--- config.mk ---
export PLATFORM = sky130hd
export DESIGN_NAME = fifo_param_thresh
export DESIGN_NICKNAME = d
export VERILOG_FILES = /design/src/rtl/fifo_param_thresh_pkg.sv /design/src/rtl/fifo_param_thresh_sdp_ram.sv /design/src/rtl/fifo_param_thresh.sv
export SDC_FILE = /design/constraint.sdc
export NUM_CORES = 1
export LEC_CHECK = 0
export ABC_AREA = 1
export BUFFER_PORTS_ARGS = -buffer_cell sky130_fd_sc_hd__buf_2
export CAP_MARGIN = 20
export CORE_MARGIN = 3
export CORE_UTILIZATION = 53
export CTS_CLUSTER_DIAMETER = 150
export CTS_CLUSTER_SIZE = 12
export DETAILED_ROUTE_END_ITERATION = 10
export PLACE_DENSITY_LB_ADDON = 0.25
export SETUP_SLACK_MARGIN = 0.3
export SYNTH_ARGS = -nofsm -noshare
export SYNTH_HDL_FRONTEND = slang
export SYNTH_SLANG_ARGS = --single-unit
--- constraint.sdc ---
create_clock -name clk -period 1.9 [get_ports clk]
set_input_delay 0 -clock clk [delete_from_list [all_inputs] [get_ports clk]]
set_output_delay 0 -clock clk [all_outputs]
set_load 0.1 [all_outputs]
--- src/rtl/fifo_param_thresh_pkg.sv ---
// Shared transaction-layer definitions: state-machine encodings seen by every TL block.
package fifo_param_thresh_pkg;

    localparam logic [3:0] ST_RESET  = 4'b0001;
    localparam logic [3:0] ST_INIT   = 4'b0010;
    localparam logic [3:0] ST_IDLE   = 4'b0100;
    localparam logic [3:0] ST_ACTIVE = 4'b1000;

endpackage : fifo_param_thresh_pkg

--- src/rtl/fifo_param_thresh_sdp_ram.sv ---
// Simple dual-port RAM: one write port, one registered read port with read enable.
module sdp_ram_sclk #(
    parameter int unsigned DATA_W = 10,
    parameter int unsigned ADDR_W = 3
) (
    input  logic              clk,
    input  logic              rst_n,
    input  logic              i_clr,
    input  logic              i_we,
    input  logic [ADDR_W-1:0] i_waddr,
    input  logic [DATA_W-1:0] i_wdata,
    input  logic              i_re,
    input  logic [ADDR_W-1:0] i_raddr,
    output logic [DATA_W-1:0] o_rdata
);

    localparam int unsigned DEPTH = 1 << ADDR_W;

    logic [DATA_W-1:0] r_mem [DEPTH];
    logic [DATA_W-1:0] r_rdata;

    // Storage array, no reset so it maps onto a RAM macro.
    always_ff @(posedge clk) begin
        if (i_we) begin
            r_mem[i_waddr] <= i_wdata;
        end
    end

    // Registered read port; holds its last value when not reading.
    always_ff @(posedge clk or negedge rst_n) begin
        if (!rst_n) begin
            r_rdata <= '0;
        end else if (i_clr) begin
            r_rdata <= '0;
        end else if (i_re) begin
            r_rdata <= r_mem[i_raddr];
        end
    end

    assign o_rdata = r_rdata;

endmodule : sdp_ram_sclk

--- src/rtl/fifo_param_thresh.sv ---
// Parametrised synchronous FIFO with run-time almost-full/empty thresholds and sticky error flags.
module fifo_param_thresh
    import fifo_param_thresh_pkg::*;
#(
    parameter int unsigned DATA_W    = 10,
    parameter int unsigned ADDR_W    = 3,
    parameter bit          DROP_ZERO = 1'b0
) (
    input  logic              clk,
    input  logic              reset_L,
    input  logic [3:0]        state,
    input  logic              push,
    input  logic              pop,
    input  logic [DATA_W-1:0] data_in,
    input  logic [ADDR_W:0]   umbral_superior,
    input  logic [ADDR_W:0]   umbral_inferior,
    output logic [DATA_W-1:0] data_out,
    output logic              valid_out,
    output logic [ADDR_W:0]   count,
    output logic              full,
    output logic              empty,
    output logic              almost_full,
    output logic              almost_empty,
    output logic              overflow,
    output logic              underflow
);

    localparam int unsigned CNT_W = ADDR_W + 1;
    localparam int unsigned DEPTH = 1 << ADDR_W;
    localparam logic [CNT_W-1:0] DEPTH_C = CNT_W'(DEPTH);

    logic [ADDR_W-1:0] r_wr_ptr;
    logic [ADDR_W-1:0] r_rd_ptr;
    logic [CNT_W-1:0]  r_count;
    logic [CNT_W-1:0]  r_thr_hi;
    logic [CNT_W-1:0]  r_thr_lo;
    logic              r_valid;
    logic              r_overflow;
    logic              r_underflow;

    logic w_soft_clr;
    logic w_full;
    logic w_empty;
    logic w_zero_drop;
    logic w_wr_en;
    logic w_rd_en;

    // Request qualification: full/empty come straight from the occupancy counter.
    always_comb begin
        w_soft_clr  = (state == ST_RESET);
        w_full      = (r_count == DEPTH_C);
        w_empty     = (r_count == '0);
        w_zero_drop = DROP_ZERO && (data_in == '0);
        w_wr_en     = push & ~w_full  & ~w_zero_drop & ~w_soft_clr;
        w_rd_en     = pop  & ~w_empty & ~w_soft_clr;
    end

    // Pointers, occupancy, thresholds, read-valid and sticky error flags.
    always_ff @(posedge clk or negedge reset_L) begin
        if (!reset_L) begin
            r_wr_ptr    <= '0;
            r_rd_ptr    <= '0;
            r_count     <= '0;
            r_thr_hi    <= '0;
            r_thr_lo    <= '0;
            r_valid     <= 1'b0;
            r_overflow  <= 1'b0;
            r_underflow <= 1'b0;
        end else if (w_soft_clr) begin
            r_wr_ptr    <= '0;
            r_rd_ptr    <= '0;
            r_count     <= '0;
            r_thr_hi    <= '0;
            r_thr_lo    <= '0;
            r_valid     <= 1'b0;
            r_overflow  <= 1'b0;
            r_underflow <= 1'b0;
        end else begin
            if (state == ST_INIT) begin
                r_thr_hi <= umbral_superior;
                r_thr_lo <= umbral_inferior;
            end
            if (w_wr_en) begin
                r_wr_ptr <= r_wr_ptr + ADDR_W'(1);
            end
            if (w_rd_en) begin
                r_rd_ptr <= r_rd_ptr + ADDR_W'(1);
            end
            case ({w_wr_en, w_rd_en})
                2'b10:   r_count <= r_count + CNT_W'(1);
                2'b01:   r_count <= r_count - CNT_W'(1);
                default: r_count <= r_count;
            endcase
            r_valid <= w_rd_en;
            if (push & w_full & ~w_zero_drop) begin
                r_overflow <= 1'b1;
            end
            if (pop & w_empty) begin
                r_underflow <= 1'b1;
            end
        end
    end

    sdp_ram_sclk #(
        .DATA_W (DATA_W),
        .ADDR_W (ADDR_W)
    ) u_ram (
        .clk     (clk),
        .rst_n   (reset_L),
        .i_clr   (w_soft_clr),
        .i_we    (w_wr_en),
        .i_waddr (r_wr_ptr),
        .i_wdata (data_in),
        .i_re    (w_rd_en),
        .i_raddr (r_rd_ptr),
        .o_rdata (data_out)
    );

    // Status flags decode combinationally; RESET forces the quiescent pattern.
    always_comb begin
        full         = ~w_soft_clr & w_full;
        empty        =  w_soft_clr | w_empty;
        almost_full  = ~w_soft_clr & (r_count >= r_thr_hi);
        almost_empty = ~w_soft_clr & (r_count <= r_thr_lo);
    end

    assign count     = r_count;
    assign valid_out = r_valid;
    assign overflow  = r_overflow;
    assign underflow = r_underflow;

endmodule : fifo_param_thresh

==> metrics.md <==
| Metric | Value |
|---|---|
| Area delta synth->final | 36.1% |
| Peak VDD IR | 1.46 mV |
| Cell Area, Synth | 5120 sq um |
| Combinational share of power | 56.2% |
| Detail Placement HPWL | 6950 um |
| Ratio of cells with drive above 1 in the final layout | 28.2% |
| Most Crowded Layer GR | met2 |
| Die X | 104 um |
| CTS sink count | 111 |
| Part of the power in registers | 29.7% |
| Die Area | 10900 sq um |
| Row count | 35 |
| Routability cong. | 0.822 |
| Initial antenna violation count | 0 |
| Cells after Synth | 517 |
| Final Skew | 9.69 ps |
| Met2 GRT Util | 40.7% |
| Actual slew at the worst max-slew pin | 792 ps |
| Residual DRC count | 0 |
| Largest net degree at the start of global routing | 42 |
| Hold Vio Cnt, Final | 0 |
| Vias in the first global route | 3951 |
| I/O pin cnt | 47 |
| Residual antenna-violating net count after detailed routing | 0 |
| Seq/Total Area, Yosys | 62.1% |
| First-pass iteration count of the detailed router | 5 |
| Failing checks | setup timing |
| Synth Warn # | 0 |
| Switching Power | 5.32 mW |
| Critical Path Sink | almost_empty |
| Slack of the critical path | -123 ps |
| Reg clk slew, reported paths | 110 ps |
| Placed cells | 698 |
| Root buf cell | clkbuf_8 |
| Max Cap Viol | 0 |
| Clock power share | 14.1% |
| Total CTS buffers | 9 |
| Placed inst area | 5880 sq um |
| Yosys reg bits | 111 |
| Vias/cell | 5.20 |
| Avg Cell Area, Syn | 9.91 sq um |
| P_int | 6.03 mW |
| I/O Buffers | 46 |
| PwrDens | 1630 nW/um^2 |
| Max_slew headroom | 47.2% |
| CP max FO | 4 |
| RSZ-0062 raised after global routing | true |
| CP Capture Type | output port |
| Worst Setup SP | count[1] |
| Worst r2r src | count[0] |
| Critical path's slowest cell | dfrtp_4 |
| Most frequent cells in the layout | 134 x nand2_1, 80 x inv_1, 80 x nand3_1, 80 x edfxtp_1, 42 x buf_2 |
| Diode count | 0 |
| Required time of the critical path | 1900 ps |
| Routed WL | 13100 um |
| Congestion Overflow GR | 0 |
| Pre-CTS setup slack | -99.2 ps |
| Initial DRC Count | 200 |
| Most common cell after layout, fill and taps aside | nand2_1 |
| Status | complete, but fails checks |
| Worst path cell trace | buf_8, buf_4, ha_4, a21oi_2, o21ai_1, a21oi_2, buf_12 |
| Setup TNS | -481 ps |
| Worst hold path type | in -> reg |
| First-pass GRT wire length | 19700 um |
| M1 GR Usage | 29.5% |
| Die Height | 104 um |
| Wire per inst | 17.1 um |
| H-tree depth | 3 |
| Worst-Skew Late Latency | 380 ps |
| Post-layout util | 74.7% |
| Global routing usage on met3 | 4.47% |
| R2R depth | 13 |
| Worst setup SP type | flop |
| Final min period | 2020 ps |
| Fmax | 494 MHz |
| Hold slack | 15.1 ps |
| Post-Layout Inst Area | 6970 sq um |
| Vias | 3990 |
| R2R Setup Slk | -110 ps |
| GRT Total Usage | 23.6% |
| Layout Nets | 673 |
| CP Class | reg -> out |
| Netlist cell types | 26 |
| Worst endpoint data arrival time | 2020 ps |
| Fillers | 603 |
| Tot Pwr | 11.3 mW |
| Non-filler cells, final | 767 |
| Pins Over Slew Limit | 0 |
| Core Box Area | 9330 sq um |
| Sw Share | 46.9% |
| Syn_nets | 557 |
| Initial core utilization | 54.9% |
| Crit share post-route | 106% |
| Pleak | 3.11 nW |
| Most common cell on crit path | a21oi_2 |
| Longest Clk Path Bufs | 2 |
| RR Endpoint | count[2] |
| CTS tree | done |
| CP max stage delay | 510 ps |
| Setup violators final | 14 |
## cell usage after synthesis (all sizes together)
cell	n	share of area, %
nand2	144	11
or2	1	0.12
clkbuf	5	0.37
nor2	16	1.6
dfrtp	31	15
a21oi	6	0.59
o21bai	1	0.15
inv	88	6.4
nand4	3	0.37
ha	14	3.4
and2	1	0.12
nand3	93	10
buf	14	1.6
clkinv	1	0.17
xnor2	1	0.17
edfxtp	80	47
xor2	2	0.34
o21ai	16	1.6
## worst min-delay path by stage
stage	slack (ps)	depth (start not counted)	from	end
finish	20	4	state[0]	r_thr_lo[2]
global route	50	4	state[0]	r_thr_hi[3]
CTS	10	4	state[0]	r_thr_lo[2]
detailed placement	120	1	reset_L	underflow
global placement	110	1	reset_L	underflow
floorplan	-300	0	reset_L	overflow
## flip-flops by register name, indices dropped and copies added, names as in the netlist
register       flops
count              4
overflow           1
r_rd_ptr           3
r_thr_hi           4
r_thr_lo           4
r_wr_ptr           3
u_ram.o_rdata     10
u_ram.r_mem       80
underflow          1
valid_out          1
## cell families after synthesis
group	Yosys count	synth area share, %
XOR/XNOR	3	0.513
flip-flops	111	62.1
AO/OA/AOI/OAI	23	2.30
AND/OR/NAND/NOR	258	23.1
adder cells (fa/ha/maj)	14	3.42
buffers and inverters	108	8.58
## power groups by stage
stage | logic, mW | clock network [mW] | registers, mW
after floorplan | 2.68 | 0 | 4.65
after global placement | 5.21 | 0 | 3.39
after detailed placement | 5.36 | 0 | 3.40
after CTS | 5.96 | 1.60 | 3.36
after global routing | 6.78 | 1.70 | 3.42
final | 6.38 | 1.60 | 3.38
## routing by layer
metal,routed length [um],up-vias
met5,0,-
met4,313,0
met3,820,29
met2,6770,138
met1,5210,1912
li1,-,1911
## cell type report
class	instances	area [sq um]	share of cell area (%)
Timing Repair Buffer	124	1280	18.4
Clock inverter	7	104	1.49
Clock buffer	9	124	1.78
Tap cell	129	161	2.32
Inverter	89	345	4.96
Sequential cell	111	3190	45.8
Multi-Input combinational cell	298	1760	25.3
## repair_timing
| action | 4_1_cts | 5_1_grt |
|---|---|---|
| endpoints found under the hold margin | 121 | 0 |
| resized for setup | 44 | 21 |
| setup endpoints to repair | 88 | 89 |
| cloned | 5 | 0 |
| hold buffers | 23 | 0 |
| setup buffers | 13 | 12 |
| pin swaps | 8 | 18 |
## critical path, delay by kind of cell (launching register included)
kind	cells	cell delay, ps
AOI/OAI and AO/OA	3	410
adders and majority gates	1	230
buffers and inverters	3	490
DFF	1	510
No activity file was read; power rests on OpenSTA's default activity.
